$ cat config.mk
export PLATFORM = sky130hd
export DESIGN_NAME = ones_frame_stats
export DESIGN_NICKNAME = d
export VERILOG_FILES = /design/src/rtl/ones_frame_stats.sv
export SDC_FILE = /design/constraint.sdc
export NUM_CORES = 1
export LEC_CHECK = 0
export ABC_AREA = 0
export ABC_CLOCK_PERIOD_IN_PS = 2040
export BUFFER_PORTS_ARGS = -buffer_cell sky130_fd_sc_hd__buf_2
export CAP_MARGIN = 10
export CORE_MARGIN = 3
export CORE_UTILIZATION = 25
export CTS_BUF_LIST = sky130_fd_sc_hd__clkbuf_4
export CTS_CLUSTER_SIZE = 30
export DETAILED_ROUTE_END_ITERATION = 8
export PLACE_DENSITY = 0.47
export SETUP_SLACK_MARGIN = 0.05
export SLEW_MARGIN = 5
export SYNTH_ARGS = -nofsm -noshare
export SYNTH_HDL_FRONTEND = slang
export SYNTH_SLANG_ARGS = --single-unit
$ cat constraint.sdc
create_clock -name clk -period 2.04 [get_ports clk]
set_input_delay 0.102 -clock clk [delete_from_list [all_inputs] [get_ports clk]]
set_output_delay 0.102 -clock clk [all_outputs]
set_load 0.1 [all_outputs]
$ cat src/rtl/ones_frame_stats.sv
// rtl/ones_frame_stats.sv - per-frame sum/max/min/word-count statistics over population counts
module ones_frame_stats #(
    parameter int log_bit_width = 5,
    parameter int log_max_words = 8
) (
    input  logic                                     clk,
    input  logic                                     rst,
    input  logic [log_bit_width:0]                   count_in,
    input  logic                                     count_valid,
    input  logic                                     frame_last,
    output logic                                     count_ready,
    output logic [log_bit_width+log_max_words:0]     sum_out,
    output logic [log_bit_width:0]                   max_out,
    output logic [log_bit_width:0]                   min_out,
    output logic [log_max_words:0]                   words_out,
    output logic                                     ovf_out,
    output logic                                     res_valid,
    input  logic                                     res_ready
);
    localparam int CW = log_bit_width + 1;
    localparam int SW = log_bit_width + 1 + log_max_words;
    localparam int WW = log_max_words + 1;
    localparam logic [CW-1:0] CNT_MAX  = CW'(2 ** log_bit_width);
    localparam logic [WW-1:0] WORD_MAX = WW'(2 ** log_max_words);

    typedef enum logic [1:0] {IDLE, ACCUM, HOLD} state_t;

    state_t        state_q, state_d;
    logic [SW-1:0] sum_q, sum_d, sum_out_q, sum_out_d;
    logic [CW-1:0] max_q, max_d, max_out_q, max_out_d;
    logic [CW-1:0] min_q, min_d, min_out_q, min_out_d;
    logic [WW-1:0] words_q, words_d, words_out_q, words_out_d;
    logic          ovf_q, ovf_d, ovf_out_q, ovf_out_d;
    logic          ready_q, ready_d, valid_q, valid_d;

    logic          accept;
    logic [CW-1:0] cnt;
    logic [SW-1:0] acc_sum;
    logic [CW-1:0] acc_max, acc_min;
    logic [WW-1:0] acc_words;
    logic          acc_ovf;

    always_comb begin
        state_d     = state_q;
        sum_d       = sum_q;
        max_d       = max_q;
        min_d       = min_q;
        words_d     = words_q;
        ovf_d       = ovf_q;
        sum_out_d   = sum_out_q;
        max_out_d   = max_out_q;
        min_out_d   = min_out_q;
        words_out_d = words_out_q;
        ovf_out_d   = ovf_out_q;

        accept = count_valid && ready_q;
        cnt    = (count_in > CNT_MAX) ? CNT_MAX : count_in;

        // Words past the limit only raise the sticky flag; the counter saturates at the limit.
        if (words_q < WORD_MAX) begin
            acc_sum   = sum_q + SW'(cnt);
            acc_max   = (words_q == '0 || cnt > max_q) ? cnt : max_q;
            acc_min   = (words_q == '0 || cnt < min_q) ? cnt : min_q;
            acc_words = words_q + WW'(1);
            acc_ovf   = ovf_q;
        end else begin
            acc_sum   = sum_q;
            acc_max   = max_q;
            acc_min   = min_q;
            acc_words = words_q;
            acc_ovf   = 1'b1;
        end

        if (accept) begin
            if (frame_last) begin
                sum_out_d   = acc_sum;
                max_out_d   = acc_max;
                min_out_d   = acc_min;
                words_out_d = acc_words;
                ovf_out_d   = acc_ovf;
                sum_d       = '0;
                max_d       = '0;
                min_d       = '0;
                words_d     = '0;
                ovf_d       = 1'b0;
                state_d     = HOLD;
            end else begin
                sum_d   = acc_sum;
                max_d   = acc_max;
                min_d   = acc_min;
                words_d = acc_words;
                ovf_d   = acc_ovf;
                state_d = ACCUM;
            end
        end

        if (state_q == HOLD && res_ready) begin
            state_d = IDLE;
        end

        ready_d = (state_d != HOLD);
        valid_d = (state_d == HOLD);
    end

    always_ff @(posedge clk or negedge rst) begin
        if (!rst) begin
            state_q     <= IDLE;
            sum_q       <= '0;
            max_q       <= '0;
            min_q       <= '0;
            words_q     <= '0;
            ovf_q       <= 1'b0;
            sum_out_q   <= '0;
            max_out_q   <= '0;
            min_out_q   <= '0;
            words_out_q <= '0;
            ovf_out_q   <= 1'b0;
            ready_q     <= 1'b1;
            valid_q     <= 1'b0;
        end else begin
            state_q     <= state_d;
            sum_q       <= sum_d;
            max_q       <= max_d;
            min_q       <= min_d;
            words_q     <= words_d;
            ovf_q       <= ovf_d;
            sum_out_q   <= sum_out_d;
            max_out_q   <= max_out_d;
            min_out_q   <= min_out_d;
            words_out_q <= words_out_d;
            ovf_out_q   <= ovf_out_d;
            ready_q     <= ready_d;
            valid_q     <= valid_d;
        end
    end

    assign count_ready = ready_q;
    assign res_valid   = valid_q;
    assign sum_out     = sum_out_q;
    assign max_out     = max_out_q;
    assign min_out     = min_out_q;
    assign words_out   = words_out_q;
    assign ovf_out     = ovf_out_q;
endmodule

==> results.tsv <==
metric	value	unit
final_layout_size_suffix_gt1_share	29.72	%
final_max_slew_viol_count	0	
finalPower	7.142	mW
synth_top_area_share	46.77	%
hp-class	primary input to register	
skew	0.009989	ns
wl_per_cell	14.02	microns
power.density	1415	mW/mm^2
totalWireLength	9938	microns
rsz0062_at_grt	yes	
path_clk_slew	0.12	ns
syn_avg_cell_area	9.835	sq um
first_pass_iters	4	
drv_cap	0	
start_util	26.01	%
finalWorstSetupSlack	-0.003985	ns
startpoint_type	register	
instances_no_fill	709	
final_antenna_net_count	0	
arrival	2.39	ns
yosys.area.top_type	dfrtp_1	
critPathCaptureType	register	
post_dp_cell_area	0.004741	sq mm
setup_tns	-0.003985	ns
nFillCells	1634	
violations	negative setup slack	
outcome	finished, violations left	
die-area	0.01761	sq mm
synthCells	408	
nNetsFinal	524	
synth-main-ff-cell	dfrtp_1	
dr_total_vias	3207	
dp_slack	-0.06924	ns
grt_max_degree	62	
port_buffers	48	
mostFrequentLayoutCells	dfrtp_1, o21ai_1, nand2_1	
layout_commonest_cell	dfrtp_1	
syn_nets	439	
cellLeakagePower	2.368	nW
diodes	0	
rows	45	
crit_type	register to register	
fp.dieH	132.7	microns
globalplace.congestion	0.8339	
cts_root_buf	clkbuf_4	
grt_use_total	12.02	%
synth-seq-cells	76	
worst_pin_slew	0.8254	ns
mappedNetlistArea	0.004013	sq mm
synth_seq_area_share	47.43	%
required	2.39	ns
fin_crit	2.044	ns
async_flop_share	100.0	%
ctsHtreeMaxLevel	3	
clock-sinks	76	
core	0.01543	sq mm
cts_tree	built	
synth_edf_count	0	
slew_headroom	44.98	%
rrSetupSlack	-0.004	ns
fmax	489.2	MHz
final_cell_area	0.005046	sq mm
hold_violations	0	
hpwl	7177	microns
syn_to_final_growth	25.76	%
yosysUniqueCellTypes	48	
dp.cells	686	
vias_per_cell	4.523	
drtIter0Drc	128	
ios	49	
yosysWarnings	0	
first_global_vias	3339	
die_w	132.7	microns
drcViolationCount	0	
grt_pass1_wl	17020	microns
clk_latency	0.44	ns
overflow	0	
ir_drop	1099	uV
antenna_found_initial	0	
cp_max_fo	6	
cts.path.max_buffers	2	
synthTopCellsByArea	dfrtp_1, o21ai_1, ha_1, nand2_1, mux2i_1	
finalSetupViolations	1	
cts_buffers	9	
finalCritPeriodShare	100.2	%
==> metal layers <==
| metal | GRT usage, % | up-vias | wire length [microns] |
|---|---|---|---|
| li1 | - | 1603 | - |
| met1 | 15.97 | 1540 | 4874 |
| met2 | 18.92 | 55 | 4503 |
| met3 | 3.726 | 9 | 441 |
| met4 | 3.464 | 0 | 119 |
| met5 | 0 | - | 0 |
==> cell usage after synthesis, types with 3 or more instances <==
library cell	count
buf_1	3
and3_1	5
xnor2_1	12
ha_1	19
dfrtp_1	75
o31ai_1	4
a22o_1	15
nand2_1	60
clkbuf_1	13
o21ai_0	4
mux2i_1	16
nor2_1	18
a21oi_1	18
xor2_1	6
a32o_1	6
o21ai_1	60
inv_1	15
nand3_1	4
nand4_1	3
nor2b_1	7
and2b_4	4
nand2b_1	3
a21o_1	5
==> power by group <==
part           internal [mW]  switching [mW]  total, mW
Clock                  0.232           0.539      0.771
Combinational           1.24            2.92       4.16
Sequential              1.92           0.289       2.21
Total                   3.39            3.75       7.14
==> kinds of logic after synthesis <==
family,after synthesis,share of synthesized area (%)
flops,76,47.43
simple gates,114,13.75
compound gates,127,20.55
fa+ha+maj,20,6.424
xor+xnor,18,3.929
buf+inv,37,3.929
mux,16,3.991
==> per-stage QoR <==
step | util, % | hold slack, ns
3_5_place_dp | 30.73 | 0.2656
5_1_grt | 32.71 | 0.07931
4_1_cts | 31.78 | 0.05164
6_report | 32.71 | 0.1091
2_1_floorplan | - | -0.1936
3_3_place_gp | 30.73 | 0.2696
==> repair_timing <==
action	CTS	global route
resized for setup	6	19
setup endpoints to repair	14	42
pin swaps	4	13
endpoints found under the hold margin	59	0
hold buffers	2	0
buffers inserted	2	4
==> critical path: stages, from the launching register on <==
cell and delay (ns):
dfrtp_1 0.41, ha_2 0.20, fa_2 0.35, a211oi_2 0.19, o21bai_1 0.10, a21o_1 0.25, buf_4 0.15, a31oi_1 0.15
o21ai_1 0.07, o31ai_1 0.08
==> flip-flops by register name, summed over array words and instances (netlist names) <==
signal	flops
sum_q	14
ovf_q	1
words_out	9
count_ready	1
state_q	2
words_q	9
min_out	6
max_out	6
max_q	6
res_valid	1
ovf_out	1
min_q	6
sum_out	14
==> final timing paths <==
path                       depth (start not counted)         start           end
hold reg to reg                                    2  words_out[7]  words_out[7]
hold / removal                                     3   count_in[1]      max_q[1]
min in group asynchronous                          2           rst    max_out[3]
max in group asynchronous                          3           rst  words_out[1]
setup reg to reg                                   9      sum_q[0]     sum_q[12]
setup / recovery                                   9      sum_q[0]     sum_q[12]
==> area by class of cell <==
type | count | area, sq um | share of cell area [%]
Multi-Input combinational cell | 295 | 2102 | 41.66
Sequential cell | 76 | 1907 | 37.79
Timing Repair Buffer | 93 | 601.8 | 11.93
Tap cell | 211 | 264.0 | 5.232
Inverter | 18 | 70.07 | 1.389
Clock buffer | 9 | 67.56 | 1.339
Clock inverter | 7 | 33.78 | 0.6695
(Power assumes the default switching activity.)
